### src/rtl/game_pkg.sv
// Shared definitions between the move input parser and the game controller.
package game_pkg;

    localparam int COORD_W   = 4;
    localparam int BOARD_DIM = 10;

    // Parser FSM states
    typedef enum logic [1:0] {
        COLLECT_Y = 2'd0,
        COLLECT_X = 2'd1,
        ARMED     = 2'd2,
        OFFER     = 2'd3
    } state_t;

    // Board cell encoding owned by the controller
    typedef enum logic [1:0] {
        CELL_EMPTY    = 2'b00,
        CELL_TRIANGLE = 2'b01,
        CELL_CIRCLE   = 2'b10
    } cell_t;

endpackage

### src/rtl/move_input_parser_if.sv
// Move handshake between the input parser (master) and the game controller (slave).
interface move_input_parser_if;
    import game_pkg::*;

    logic               move_valid;
    logic               move_ready;
    logic [COORD_W-1:0] move_y;
    logic [COORD_W-1:0] move_x;

    modport master (output move_valid, move_y, move_x, input move_ready);
    modport slave  (input move_valid, move_y, move_x, output move_ready);

endinterface

### src/rtl/button_debounce.sv
// One button: 2-flop synchroniser, polarity normalisation, debounce counter
// and a single-cycle pulse on each debounced press.
module button_debounce #(
    parameter int DB_CYCLES          = 500000,
    parameter bit BUTTON_ACTIVE_HIGH = 1'b1
) (
    input  logic clk,
    input  logic rst_n,
    input  logic raw,
    output logic press
);
    localparam int            CW       = $clog2(DB_CYCLES + 1);
    localparam logic [CW-1:0] CNT_LAST = CW'(DB_CYCLES - 1);
    localparam logic          IDLE     = BUTTON_ACTIVE_HIGH ? 1'b0 : 1'b1;

    logic [1:0]    sync;
    logic          level;
    logic          level_db;
    logic [CW-1:0] cnt;
    logic [1:0]    fill;
    logic          armed;

    // Synchroniser resets to the idle level so reset itself looks like "released"
    always_ff @(posedge clk or negedge rst_n) begin
        if (!rst_n) sync <= {IDLE, IDLE};
        else        sync <= {sync[0], raw};
    end

    assign level = BUTTON_ACTIVE_HIGH ? sync[1] : ~sync[1];

    // Debounced level follows the input only after DB_CYCLES stable samples
    always_ff @(posedge clk or negedge rst_n) begin
        if (!rst_n) begin
            cnt      <= '0;
            level_db <= 1'b0;
            press    <= 1'b0;
        end else begin
            press <= 1'b0;
            if (level == level_db) begin
                cnt <= '0;
            end else if (cnt == CNT_LAST) begin
                cnt      <= '0;
                level_db <= level;
                press    <= level & armed;
            end else begin
                cnt <= cnt + CW'(1);
            end
        end
    end

    // A button held through reset must be seen released before it can press
    always_ff @(posedge clk or negedge rst_n) begin
        if (!rst_n) begin
            fill  <= 2'b00;
            armed <= 1'b0;
        end else begin
            fill <= {fill[0], 1'b1};
            if (fill[1] && !level) armed <= 1'b1;
        end
    end

endmodule

### src/rtl/move_input_parser.sv
// Collects a bit-serial row/column from debounced buttons, range-checks it on
// an activity press and offers it as one move over a valid/ready handshake.
module move_input_parser
    import game_pkg::*;
#(
    parameter int DB_CYCLES          = 500000,
    parameter bit BUTTON_ACTIVE_HIGH = 1'b1,
    parameter int COORD_MAX          = 9
) (
    input  logic                       clk,
    input  logic                       rst_n,
    input  logic                       logic_0_button,
    input  logic                       logic_1_button,
    input  logic                       activity_button,
    move_input_parser_if.master        move,
    output logic [3:0]                 bit_count,
    output logic                       entry_error
);
    localparam logic [COORD_W-1:0] MAX = COORD_W'(COORD_MAX);

    logic [2:0] raw;
    logic [2:0] press;
    logic       p0, p1, pa, bit_ev;

    state_t             state, state_n;
    logic [COORD_W-1:0] y, y_n, x, x_n;
    logic [3:0]         cnt, cnt_n;
    logic               err_n;

    assign raw = {activity_button, logic_1_button, logic_0_button};

    for (genvar i = 0; i < 3; i++) begin : g_db
        button_debounce #(
            .DB_CYCLES         (DB_CYCLES),
            .BUTTON_ACTIVE_HIGH(BUTTON_ACTIVE_HIGH)
        ) u_db (
            .clk  (clk),
            .rst_n(rst_n),
            .raw  (raw[i]),
            .press(press[i])
        );
    end

    assign p0 = press[0];
    assign p1 = press[1];
    assign pa = press[2];
    // Simultaneous 0 and 1 presses cancel each other out
    assign bit_ev = p0 ^ p1;

    // Next-state: bit collection, abort, range check and handshake
    always_comb begin
        state_n = state;
        y_n     = y;
        x_n     = x;
        cnt_n   = cnt;
        err_n   = 1'b0;
        case (state)
            COLLECT_Y: begin
                if (pa) begin
                    y_n = '0; x_n = '0; cnt_n = '0;
                end else if (bit_ev) begin
                    y_n[cnt[1:0]] = p1;
                    cnt_n         = cnt + 4'd1;
                    if (cnt == 4'd3) state_n = COLLECT_X;
                end
            end
            COLLECT_X: begin
                if (pa) begin
                    y_n = '0; x_n = '0; cnt_n = '0;
                    state_n = COLLECT_Y;
                end else if (bit_ev) begin
                    x_n[cnt[1:0]] = p1;
                    cnt_n         = cnt + 4'd1;
                    if (cnt == 4'd7) state_n = ARMED;
                end
            end
            ARMED: begin
                if (pa) begin
                    if (y > MAX || x > MAX) begin
                        err_n = 1'b1;
                        y_n = '0; x_n = '0; cnt_n = '0;
                        state_n = COLLECT_Y;
                    end else begin
                        state_n = OFFER;
                    end
                end
            end
            OFFER: begin
                if (move.move_ready) begin
                    y_n = '0; x_n = '0; cnt_n = '0;
                    state_n = COLLECT_Y;
                end
            end
            default: state_n = COLLECT_Y;
        endcase
    end

    // State and coordinate registers
    always_ff @(posedge clk or negedge rst_n) begin
        if (!rst_n) begin
            state       <= COLLECT_Y;
            y           <= '0;
            x           <= '0;
            cnt         <= '0;
            entry_error <= 1'b0;
        end else begin
            state       <= state_n;
            y           <= y_n;
            x           <= x_n;
            cnt         <= cnt_n;
            entry_error <= err_n;
        end
    end

    assign move.move_valid = (state == OFFER);
    assign move.move_y     = y;
    assign move.move_x     = x;
    assign bit_count       = cnt;

endmodule

### src/flat_wrapper.sv
// flat-port wrapper written by rule: the top's interface ports become plain ports
module move_input_parser_flat import game_pkg::*;
#(
    parameter int DB_CYCLES          = 500000,
    parameter bit BUTTON_ACTIVE_HIGH = 1'b1,
    parameter int COORD_MAX          = 9
)
  (clk, rst_n, logic_0_button, logic_1_button, activity_button, bit_count, entry_error, move_move_valid, move_move_y, move_move_x, move_move_ready);
  move_input_parser_if move_i ();
  input  logic clk;
  input  logic rst_n;
  input  logic logic_0_button;
  input  logic logic_1_button;
  input  logic activity_button;
  output logic [3:0] bit_count;
  output logic entry_error;
  output wire logic [$bits(move_i.move_valid)-1:0] move_move_valid;
  output wire logic [$bits(move_i.move_y)-1:0] move_move_y;
  output wire logic [$bits(move_i.move_x)-1:0] move_move_x;
  input wire logic [$bits(move_i.move_ready)-1:0] move_move_ready;
  assign move_move_valid = move_i.move_valid;
  assign move_move_y = move_i.move_y;
  assign move_move_x = move_i.move_x;
  assign move_i.move_ready = move_move_ready;
  move_input_parser #(.DB_CYCLES(DB_CYCLES), .BUTTON_ACTIVE_HIGH(BUTTON_ACTIVE_HIGH), .COORD_MAX(COORD_MAX)) u_core (.clk(clk), .rst_n(rst_n), .logic_0_button(logic_0_button), .logic_1_button(logic_1_button), .activity_button(activity_button), .move(move_i), .bit_count(bit_count), .entry_error(entry_error));
endmodule
### config.mk
export PLATFORM = sky130hd
export DESIGN_NAME = move_input_parser_flat
export DESIGN_NICKNAME = d
export VERILOG_FILES = /design/src/rtl/game_pkg.sv /design/src/rtl/move_input_parser_if.sv /design/src/rtl/button_debounce.sv /design/src/rtl/move_input_parser.sv /design/src/flat_wrapper.sv
export SDC_FILE = /design/constraint.sdc
export NUM_CORES = 1
export LEC_CHECK = 0
export BUFFER_PORTS_ARGS = -buffer_cell sky130_fd_sc_hd__buf_4
export CORE_UTILIZATION = 40
export DETAILED_ROUTE_END_ITERATION = 8
export GPL_TIMING_DRIVEN = 1
export PLACE_DENSITY = 0.58
export SYNTH_ARGS = -nofsm -noshare
export SYNTH_HDL_FRONTEND = slang
export SYNTH_HIERARCHICAL = 1
export SYNTH_SLANG_ARGS = --single-unit
### constraint.sdc
create_clock -name clk -period 2.8 [get_ports clk]
set_clock_uncertainty 0.15 [all_clocks]
set_input_delay 0.28 -clock clk [delete_from_list [all_inputs] [get_ports clk]]
set_output_delay 0.28 -clock clk [all_outputs]
set_load 0.03 [all_outputs]
Yosys cells after proc, flatten, opt, wreduce, memory -nomap -nowiden

Index checks and enable logic that the tools add are counted.

Add/sub/neg operators: 4
Magnitude comparators: 4
Equality and inequality tests: 23
Multiplexer cells: 42
Bitwise gates (word level): 7
Reductions and logical operators: 17

Operators by type and width:

| kind                  | count |
|---|---|
| $mux 19               | 6 |
| $add 19x1->19 const B | 3 |
| $eq 19x19->1 const B  | 3 |
| $mux 4                | 10 |
| $pmux 4 s4            | 2 |
| $mux 2                | 9 |
| $pmux 4 s3            | 1 |
| $mux 1                | 10 |
| $reduce_and 5->1      | 2 |
| $ne 3x2->1 const B    | 3 |
| $bwmux 4              | 2 |
| $gt 4x4->1 const B    | 2 |
| $ne 2x1->1 const B    | 4 |
| $ne 2x2->1 const B    | 4 |
| $pmux 2 s4            | 1 |
| $reduce_and 7->1      | 1 |
| $reduce_and 2->1      | 3 |
| $add 4x1->4 const B   | 1 |
| $eq 2x2->1 const B    | 2 |
| $eq 4x2->1 const B    | 1 |
| $eq 4x3->1 const B    | 1 |
| $logic_and 1x1->1     | 4 |
| $reduce_and 4->1      | 1 |
| $and 1x1->1           | 3 |
| other kinds (12)      | 18 |

Bits in registers: 93
Input port bits: 6
Output and inout port bits: 14

Longest topological paths before layout

Gate-level depths: netlist (run 1).

Word-level depth: 8
Gate-level depth with buffers: 6
Mapped depth without buffers: 5

Modules after synthesis

The synthesis (run 1) kept the hierarchy.

Modules (own cells, without submodules):

| module                                    | instances | cells each | area each (um^2) | sequential area each (um^2) |
|---|---|---|---|---|
| button_debounce (u_core.g_db[0].u_db ...) | 2         | 115        | 1223.7           | 650.6 |
| button_debounce (u_core.g_db[1].u_db)     | 1         | 113        | 1226.2           | 650.6 |
| move_input_parser                         | 1         | 97         | 945.9            | 375.4 |

Least setup slack after synthesis (run 1)

Ideal clock, no wire load.

Path kind: reg-to-reg
Start point: reg u_core.g_db[0].u_db.cnt[0]
End point: reg u_core.g_db[0].u_db.level_db
Arrival time: 1827 ps
Required time: 2525 ps
Slack: 698 ps
Stages on the path, launching flop included: 6
Period minus slack after synthesis: 2102 ps
Cell sequence: dfrtp_1 -> ha_1 -> nand4_4 -> or3_4 -> or3_4 -> mux2_4

Word-level cells in the longest chain between the ends: 2

RTL lines:

| what                              | line                  | RTL |
|---|---|---|
| start: declaration                | button_debounce.sv:19 | `logic [CW-1:0] cnt;` |
| start signal: assignment          | button_debounce.sv:46 | `cnt <= cnt + CW'(1);` |
| $eq 19x19->1                      | button_debounce.sv:41 | `end else if (cnt == CNT_LAST) begin` |
| $reduce_and 2->1 (no source line) | --                    |  |
| end signal: assignment            | button_debounce.sv:43 | `level_db <= level;` |
| end: declaration                  | button_debounce.sv:18 | `logic level_db;` |

Every way passes these cells.
A chain may end at the register's enable or synchronous reset.

Worst setup path after layout (run 1)

Start point: reg u_core.g_db[0].u_db.cnt[0]
End point: reg u_core.g_db[0].u_db.cnt[3]

Word-level cells in the longest chain between the ends: 3
Elaborated cells on any way between the ends: 4
Those cells by class: 1 x add/sub; 1 x eq/ne; 2 x mux

RTL lines:

| what                                                 | line                                         | RTL |
|---|---|---|
| $add 19x1->19 / $eq 19x19->1 (equally long branches) | button_debounce.sv:46, button_debounce.sv:41 |  |
| $mux 19 (*)                                          | button_debounce.sv:41                        |  |
| $mux 19 (*)                                          | button_debounce.sv:39                        | `if (level == level_db) begin` |

Mark *: on every way between the ends. The rest lies on a longest branch, timed or not.

==> flow_metrics.env, run 1 <==
export IMPL_crit_fanout=17
export IMPL_r2r_end="u_core/g_db[0].u_db/cnt[3]"
export IMPL_start_util_pct=41.9
export IMPL_final_cell_mix="dfrtp_1, nor2_1, xnor2_1"
export IMPL_grt_max_degree=51
export IMPL_setup_viol=0
export IMPL_portBuffers=19
export IMPL_die_height_um=109
export IMPL_critPathLaunchType="flop"
export IMPL_drc_errors=0
export IMPL_first_global_vias=3221
export IMPL_diodes=0
export IMPL_switching_power_uw=704
export IMPL_pwr_share_comb_pct=6.6
export IMPL_yosys_register_bits=93
export IMPL_htreeDepth=3
export IMPL_cts_buffer_depth=2
export IMPL_final_util_pct=48.0
export IMPL_numClockSinks=93
export IMPL_nNetsFinal=482
export IMPL_multi_input_area_um2=2180
export IMPL_seqCellArea_um2=2330
export IMPL_critPathCaptureType="flop"
export IMPL_grt_pass1_wl_mm=14.9
export IMPL_tritoncts="done"
export IMPL_post_place_cells=594
export IMPL_clk_pin_slew_worst_paths_ns=0.07
export IMPL_wl_per_cell_um=13.9
export IMPL_ir_drop_mv=0.384
export IMPL_ys_async_sr_fraction_pct=100
export IMPL_max_slew_margin_pct=54.1
export IMPL_rrSetupSlack_ns=0.54
export IMPL_power_frac_seq_pct=47.2
export IMPL_hold_path_class="input pin to flop"
export IMPL_fin_crit_ns=2.26
export IMPL_synth_cells=440
export IMPL_cts_inserted_buffers=9
export IMPL_fin_cells=614
export IMPL_p_clk_share_pct=46.3
export IMPL_finalCritPeriodShare_pct=80.7
export IMPL_clk_latency_ns=0.34
export IMPL_syn_nets=453
export IMPL_drive_above_1_share_pct=15.2
export IMPL_synthDistinctLibCells=58
export IMPL_swShare_pct=23.2
export IMPL_synth_edf_count=0
export IMPL_power_density_nw_per_um2=574
export IMPL_nFillCells=1025
export IMPL_firstDrtPassIters=4
export IMPL_final_common_cell="dfrtp_1"
export IMPL_cts_setup_buffers=0
export IMPL_slew_violations=0
export IMPL_fmax_ghz=0.443
export IMPL_p_int_uw=2330
export IMPL_dieArea_um2=12000
export IMPL_avgSynthCellArea_um2=10.5
export IMPL_finalHoldViolations=0
export IMPL_rows=38
export IMPL_netlist_area_um2=4620
export IMPL_pin_count=20
export IMPL_cap_violations=0
export IMPL_timing_rr_start="u_core/g_db[0].u_db/cnt[0]"
export IMPL_ant_nets=0
export IMPL_reg2reg_depth=5
export IMPL_cts_root_buf="clkbuf_16"
export IMPL_rsz0062_at_grt="no"
export IMPL_antenna_found_initial=0
export IMPL_status="finished, final reports clean"
export IMPL_startpoint="u_core/g_db[0].u_db/cnt[0]"
export IMPL_vias_per_cell=5.34
export IMPL_seq_area_frac_synth_pct=50.4
export IMPL_synth_warnings=6
export IMPL_endpoint="u_core/g_db[0].u_db/cnt[3]"
export IMPL_wl_mm=8.56
export IMPL_fin_tns_setup_ns=0
export IMPL_die_w_um=109
export IMPL_synth_ff_type="dfrtp_1"
export IMPL_cp_required_ns=2.84
export IMPL_drtIter0Drc=108
export IMPL_vias=3281
export IMPL_crit_type="flop to flop"
export IMPL_core_um2=11000
export IMPL_p_leak_uw=0.00213
export IMPL_hpwl_mm=5.95
export IMPL_overflow=0
export IMPL_crit_arrival_ns=2.30
export IMPL_area_growth_pct=14.7
export IMPL_worst_pin_slew_ns=0.688
export IMPL_routabilityCongestion=0.800
export IMPL_grt_usage_pct=15.9
repair_timing:
action	4_1_cts	5_1_grt
hold buffers	4	0
endpoints found under the hold margin	46	0
gates resized for setup	0	0
metal layers:
layer | track usage, % | wire [um] | part of all wire (%)
met5 | 0 | 0 | 0
met4 | 5.62 | 126 | 1.5
met1 | 20.8 | 4240 | 50
met3 | 3.62 | 238 | 2.8
met2 | 25.8 | 3950 | 46
worst min-delay path by stage:
stage / endpoint / from / slack (ns) / cells past startpoint
2_1_floorplan: u_core/bit_count[0] / rst_n / -0.17 / 0
3_3_place_gp: u_core/move.move_x[3] / rst_n / 0.16 / 1
3_5_place_dp: u_core/move.move_x[3] / rst_n / 0.17 / 1
4_1_cts: u_core/state[0] / move_move_ready / 0.17 / 4
5_1_grt: u_core/state[0] / move_move_ready / 0.17 / 4
6_report: u_core/state[0] / move_move_ready / 0.18 / 4
final cells by class:
| class | count | share of cell area (%) |
|---|---|---|
| clock inverters | 7 | 2.32 |
| well taps | 140 | 3.31 |
| inverters | 15 | 1.06 |
| clock buffers | 9 | 4.25 |
| flip-flops and latches | 93 | 43.9 |
| multi-input cells | 325 | 41.2 |
| repair buffers | 25 | 3.97 |
flip-flops by register name (all words and copies together), names as in the netlist:
| name | cells |
|---|---|
| u_core/bit_count | 4 |
| u_core/entry_error | 1 |
| u_core/g_db.u_db/armed | 3 |
| u_core/g_db.u_db/cnt | 57 |
| u_core/g_db.u_db/fill | 6 |
| u_core/g_db.u_db/level_db | 3 |
| u_core/g_db.u_db/press | 3 |
| u_core/g_db.u_db/sync | 6 |
| u_core/move.move_x | 4 |
| u_core/move.move_y | 4 |
| u_core/state | 2 |
cells by family after synthesis:
kind of cell | synth area share [%]
adder cells (fa/ha/maj) | 1.90
flip-flops | 50.4
AO/OA/AOI/OAI | 8.59
other | 0.244
multiplexers | 1.11
buffers and inverters | 2.44
AND/OR/NAND/NOR | 26.5
XOR/XNOR | 8.88
critical path, stage by stage (launching register included):
cell and delay, ns:
dfrtp_1 0.40, ha_1 0.27, nand4_4 0.17, or3_4 0.44, o31ai_4 0.57, nor2_1 0.11
metrics by stage:
step	setup slack (ns)	hold WS (ns)	cell area (um^2)	total power, uW
2_1_floorplan	0.698	-0.166	4620	1570
3_3_place_gp	0.579	0.165	4910	1650
3_5_place_dp	0.492	0.173	4910	1660
4_1_cts	0.512	0.169	5300	3080
5_1_grt	0.351	0.169	5300	3170
6_report	0.541	0.183	5300	3040
Yosys cell counts (all sizes together) (7+ instances only):
cell / count / area share, %
dfrtp: 93 / 50
nor2: 58 / 4.7
xnor2: 34 / 6.6
nand2: 28 / 2.3
nand3: 23 / 2.7
nand4: 20 / 3.8
o21ai: 19 / 2.3
nor3: 18 / 2.0
inv: 15 / 1.2
or3: 12 / 2.3
xor2: 12 / 2.3
a21oi: 11 / 1.2
nor4: 11 / 1.8
ha: 7 / 1.9
power by group through the flow:
stage,Combinational (uW),Clock (uW),Sequential (uW)
2_1_floorplan,115,0,1460
3_3_place_gp,195,0,1460
3_5_place_dp,198,0,1460
4_1_cts,203,1440,1430
5_1_grt,228,1500,1440
6_report,199,1410,1430
(Power assumes the default switching activity.)
==> inputs of run 2 (changes only) <==
Settings changed: ABC_AREA set to 1.
Clock period 2.8 ns to 2.2 ns, I/O delays scaled along.
==> run 2 against run 1 <==
Effect of this change:
- first-iteration DRC count increased by 76%
- worst hold slack got worse by 0.016 ns
- sequential share of layout area decreased by 3.3 points
- critical path type unchanged
- largest power group unchanged
- highest routed layer unchanged
==> flow_metrics.env, run 2 <==
export IMPL_synth_top_area_share_pct=46.7
export IMPL_grt_pass1_wl_mm=17.2
export IMPL_reg_top3="u_core/g_db.u_db/cnt (57), u_core/g_db.u_db/fill (6), u_core/g_db.u_db/sync (6)"
export IMPL_final_cell_mix="nand2_1, nor2_1, dfrtp_1"
export IMPL_crit_top_cell="nand2_1"
export IMPL_die_w_um=114
export IMPL_rrSetupSlack_ns=0.50
export IMPL_finalHoldViolations=0
export IMPL_pin_count=20
export IMPL_fin_tns_setup_ns=0
export IMPL_total_power_uw=3580
export IMPL_drc_errors=0
export IMPL_crit_path_max_incr_delay_ns=0.39
export IMPL_htreeDepth=3
export IMPL_grt_max_degree=71
export IMPL_cp_required_ns=2.29
export IMPL_synth_ff_type="dfrtp_1"
export IMPL_synth_cells=633
export IMPL_hold_path_class="input pin to async pin"
export IMPL_crit_chain="o21ai_0 > nand3b_2 > nand3_2 > nor2_1 > nand2_1 > nand2_1"
export IMPL_synth_warnings=6
export IMPL_cts_hold_buffers=4
export IMPL_ys_async_sr_fraction_pct=100
export IMPL_cp_num_buf_inv=0
export IMPL_portBuffers=19
export IMPL_top_register="u_core/g_db.u_db/cnt"
export IMPL_slew_violations=0
export IMPL_power_density_nw_per_um2=624
export IMPL_clk_latency_ns=0.34
export IMPL_ir_drop_mv=0.305
export IMPL_tritoncts="done"
export IMPL_yosysTopAreaCell="dfrtp_1"
export IMPL_status="finished, final reports clean"
export IMPL_timing_rr_start="u_core/move.move_y[2]"
export IMPL_cts_root_buf="clkbuf_16"
export IMPL_firstDrtPassIters=4
export IMPL_cts_setup_buffers=0
export IMPL_fin_crit_ns=1.70
export IMPL_reg2reg_depth=6
export IMPL_grt_usage_pct=16.8
export IMPL_overflow=0
export IMPL_hold_slack_ns=0.167
export IMPL_antenna_found_initial=0
export IMPL_rows=40
export IMPL_synth_most_common_cell="nand2_1"
export IMPL_die_height_um=114
export IMPL_finalCritPeriodShare_pct=77.3
export IMPL_r2r_end="u_core/bit_count[1]"
export IMPL_fmax_ghz=0.588
export IMPL_synthDistinctLibCells=29
export IMPL_cap_violations=0
export IMPL_critPathLaunchType="flop"
export IMPL_synth_edf_count=0
export IMPL_area_growth_pct=14.9
export IMPL_crit_fanout=13
export IMPL_avgSynthCellArea_um2=7.88
export IMPL_cp_top_family="simple AND/OR/NAND/NOR gates"
export IMPL_seq_area_frac_synth_pct=46.7
export IMPL_cts_resized=0
export IMPL_netlist_area_um2=4990
export IMPL_routabilityCongestion=0.894
export IMPL_wl_per_cell_um=11.5
export IMPL_first_global_vias=3834
export IMPL_crit_arrival_ns=1.79
export IMPL_p_leak_uw=0.00259
export IMPL_syn_nets=646
export IMPL_yosys_register_bits=93
export IMPL_drtIter0Drc=190
export IMPL_vias=3915
export IMPL_synthTopCellsByCount="nand2_1, nor2_1, dfrtp_1"
export IMPL_nNetsFinal=680
export IMPL_setup_viol=0
export IMPL_clk_pin_slew_worst_paths_ns=0.07
export IMPL_cts_inserted_buffers=9
export IMPL_final_common_cell="nand2_1"
export IMPL_start_util_pct=41.3
export IMPL_final_util_pct=47.5
export IMPL_core_um2=12100
export IMPL_dieArea_um2=12900
export IMPL_numClockSinks=93
export IMPL_largest_reg_flops=57
export IMPL_critPathCaptureType="flop"
export IMPL_vias_per_cell=4.66
export IMPL_ant_nets=0
export IMPL_crit_path_top_delay_cell="dfrtp_1"
export IMPL_cts_buffer_depth=2
export IMPL_netlist_top_cells_area="dfrtp_1, nand2_1, nor2_1, nand3_1, inv_1"
export IMPL_crit_type="flop to flop"
export IMPL_rsz0062_at_grt="no"
export IMPL_drive_above_1_share_pct=14.4
export IMPL_hpwl_mm=6.96
export IMPL_wl_mm=9.70
export IMPL_diodes=0
-- run 2: cell count changes in the layout (fill, tap and decap cells not counted), sizes merged, moves of 6 or more --
cell   change
nor4      -11
xor2       +7
or4        -6
or2        -6
nor3      -10
o31ai      -6
nor2      +88
xnor2     -24
nand2    +128
inv       +62
nand3     +33
or3       -12
-- run 2: worst max path at each step --
stage                          startpoint                  end  slack (ns)  cells past startpoint
floorplan             u_core/bit_count[1]      u_core/state[0]        0.62                      6
global placement    u_core/move.move_y[2]  u_core/bit_count[3]        0.55                      6
detailed placement  u_core/move.move_y[2]  u_core/bit_count[1]        0.50                      6
CTS                 u_core/move.move_y[2]  u_core/bit_count[1]        0.49                      6
global route        u_core/move.move_y[2]  u_core/bit_count[3]        0.35                      6
finish              u_core/move.move_y[2]  u_core/bit_count[1]        0.50                      6
-- run 2: area by class of cell --
type                    instances  area [um^2]
repair buffers                 24          203
clock buffers                  11          253
flip-flops and latches         93         2330
well taps                     168          210
multi-input cells             459         2350
fillers                      1177         6330
clock inverters                 5         82.6
inverters                      80          302
-- run 2: power breakdown --
part / internal (uW) / switching, uW
sequential: 1730 / 13.7
clock: 1060 / 662
combinational: 32.1 / 79.3
total: 2820 / 755
-- run 2: per-layer routing --
layer	vias up	global-route usage, %	wire length, um
li1	2045	-	-
met1	1801	21.9	4760
met2	59	27.5	4500
met3	10	3.61	317
met4	0	6.14	113
met5	-	0	0
-- run 2: kinds of logic after synthesis --
family | share of synthesized area, %
simple gates | 37.0
buf+inv | 6.15
fa+ha+maj | 1.76
other cells | 0.226
compound gates | 3.16
flops | 46.7
xor+xnor | 5.09
-- run 2: through the flow --
| stage | instance area (um^2) | worst slack [ns] | std cells |
|---|---|---|---|
| detailed placement | 5360 | 0.505 | 820 |
| floorplan | 4990 | 0.624 | 633 |
| CTS | 5730 | 0.493 | 840 |
| global route | 5730 | 0.353 | 840 |
| global placement | 5360 | 0.552 | 820 |
| finish | 5730 | 0.499 | 840 |
==> inputs of run 3 (changes only) <==
Settings changed: ABC_AREA 1 to 0, PLACE_DENSITY 0.58 to 0.6.
Clock period 2.2 ns to 1.4 ns, I/O delays scaled along.
==> run 3 against run 2 <==
Effect of this change:
- final cell count down 9.5%
- sequential power is 63% higher
- global-route usage up 3.2 points
- clock-buffer cell count fell by 2
- first-iteration DRC count shrank 11%
- the flow now finishes with violations (negative setup slack)
- clock power up 41%
- critical endpoint is now u_core/g_db[0].u_db/level_db
- critical path depth shrank 1
- utilization is 14 points higher
- critical path type unchanged
==> flow_metrics.env, run 3 (synthesis results as in run 1) <==
export IMPL_vias_per_cell=5.10
export IMPL_wl_mm=10.7
export IMPL_grt_max_degree=33
export IMPL_final_util_pct=61.9
export IMPL_dieArea_um2=12000
export IMPL_drive_above_1_share_pct=44.0
export IMPL_p_leak_uw=0.00292
export IMPL_crit_arrival_ns=2.03
export IMPL_grt_pass1_wl_mm=18.6
export IMPL_cap_violations=0
export IMPL_routabilityCongestion=0.831
export IMPL_finalCritPeriodShare_pct=138
export IMPL_multi_input_area_um2=2500
export IMPL_clk_pin_slew_worst_paths_ns=0.07
export IMPL_nFillCells=877
export IMPL_drc_errors=0
export IMPL_grt_use_met1_pct=25.6
export IMPL_start_util_pct=41.9
export IMPL_switching_power_uw=1610
export IMPL_fmax_ghz=0.516
export IMPL_violations="negative setup slack"
export IMPL_ant_nets=0
export IMPL_status="finished with violations"
export IMPL_vias=3874
export IMPL_critPathCaptureType="flop"
export IMPL_firstDrtPassIters=4
export IMPL_met3_usage_pct=3.91
export IMPL_reg_top3="u_core/g_db.u_db/cnt (57), u_core/g_db.u_db/fill (6), u_core/g_db.u_db/sync (6)"
export IMPL_critPathLaunchType="flop"
export IMPL_swShare_pct=26.8
export IMPL_cts_buffer_depth=2
export IMPL_rows=38
export IMPL_cp_required_ns=1.49
export IMPL_portBuffers=19
export IMPL_crit_fanout=3
export IMPL_core_um2=11000
export IMPL_top_register="u_core/g_db.u_db/cnt"
export IMPL_numClockSinks=93
export IMPL_htreeDepth=3
export IMPL_slew_violations=0
export IMPL_post_place_cells=721
export IMPL_seqCellArea_um2=2350
export IMPL_nNetsFinal=628
export IMPL_tritoncts="done"
export IMPL_drtIter0Drc=170
export IMPL_hold_path_class="input pin to async pin"
export IMPL_area_growth_pct=47.9
export IMPL_use_met2_pct=33.3
export IMPL_power_density_nw_per_um2=875
export IMPL_setup_viol=77
export IMPL_pin_count=20
export IMPL_diodes=0
export IMPL_fin_cells=760
export IMPL_first_global_vias=3974
export IMPL_cts_inserted_buffers=9
export IMPL_largest_reg_flops=57
export IMPL_overflow=0
export IMPL_ir_drop_mv=0.564
export IMPL_cts_root_buf="clkbuf_16"
export IMPL_grt_most_used_layer="met2"
export IMPL_crit_type="flop to flop"
export IMPL_fin_crit_ns=1.94
export IMPL_worst_slack_ns=-0.538
export IMPL_grt_usage_pct=20.0
export IMPL_p_int_uw=4380
export IMPL_die_height_um=109
export IMPL_finalHoldViolations=0
export IMPL_rsz0062_at_grt="yes"
export IMPL_power_frac_seq_pct=47.7
export IMPL_pwr_share_comb_pct=11.9
export IMPL_clk_latency_ns=0.35
export IMPL_final_common_cell="buf_4"
export IMPL_wl_per_cell_um=14.1
export IMPL_antenna_found_initial=0
export IMPL_hold_slack_ns=0.0781
export IMPL_die_w_um=109
export IMPL_p_clk_share_pct=40.4
export IMPL_final_cell_mix="buf_4, dfrtp_1, nor2_1"
export IMPL_hpwl_mm=7.49
run 3: cell count changes in the layout (fill, tap and decap cells not counted), moves of 10 or more:
cell / before / now
buf_4: 19 / 135
nand2_2: 13 / 0
nor2_2: 14 / 3
inv_2: 10 / 0
inv_1: 68 / 15
xnor2_1: 10 / 33
nor2_1: 120 / 54
nand3_1: 52 / 17
nand2_1: 140 / 28
buf_6: 0 / 27
dfrtp_2: 0 / 17
dfrtp_1: 93 / 76
run 3: through the flow:
| stage | total power [uW] | instance area [um^2] | setup slack, ns | TNS (ns) |
|---|---|---|---|---|
| after floorplan | 3190 | 4810 | -0.587 | -20.61 |
| after global placement | 3530 | 6080 | -0.503 | -22.92 |
| after detailed placement | 3550 | 6080 | -0.542 | -25.32 |
| after CTS | 6030 | 6630 | -0.544 | -24.91 |
| after global routing | 6240 | 6830 | -0.598 | -31.47 |
| final | 5980 | 6830 | -0.538 | -25.74 |
run 3: critical path, stage by stage, from the launching register on:
cell and delay (ns):
dfrtp_1 0.40, ha_4 0.17, nand4_4 0.07, or3_4 0.38, or3_4 0.36, mux2_4 0.30
run 3: layout make-up:
| class | count | share of cell area (%) |
|---|---|---|
| Clock buffer | 9 | 3.30 |
| Clock inverter | 7 | 0.934 |
| Inverter | 15 | 0.824 |
| Multi-Input combinational cell | 325 | 36.7 |
| Sequential cell | 93 | 34.4 |
| Tap cell | 140 | 2.56 |
| Timing Repair Buffer | 171 | 21.3 |
run 3: worst paths after layout:
check                                       startpoint                           end  slack [ns]  cells after the start
setup / recovery            u_core/g_db[0].u_db/cnt[1]  u_core/g_db[0].u_db/level_db       -0.54                      5
hold / removal                                   rst_n    u_core/g_db[1].u_db/cnt[2]        0.08                      2
hold reg to reg            u_core/g_db[2].u_db/sync[0]   u_core/g_db[2].u_db/sync[1]        0.20                      0
min in group clk                       move_move_ready               u_core/state[0]        0.13                      5
setup reg to reg            u_core/g_db[0].u_db/cnt[1]  u_core/g_db[0].u_db/level_db       -0.54                      5
max in group asynchronous                        rst_n           u_core/bit_count[0]        0.54                      3
run 3: repair_timing:
item / CTS / global route
endpoints found under the hold margin: 96 / 0
pin swaps: 16 / 9
setup endpoints to repair: 78 / 84
setup buffers: 10 / 12
gates resized for setup: 35 / 29
hold buffers: 4 / 0
run 3: power by group through the flow:
| stage | logic, uW | clock network (uW) | registers [uW] |
|---|---|---|---|
| 4_1_cts | 698 | 2480 | 2850 |
| 2_1_floorplan | 255 | 0 | 2940 |
| 3_3_place_gp | 633 | 0 | 2900 |
| 5_1_grt | 783 | 2590 | 2860 |
| 3_5_place_dp | 648 | 0 | 2900 |
| 6_report | 710 | 2420 | 2850 |
run 3: routing by layer:
metal	share of wire, %	up-vias
met3	2.7	16
met2	49	49
met5	0	-
met1	46	1890
met4	2.1	0
li1	-	1919
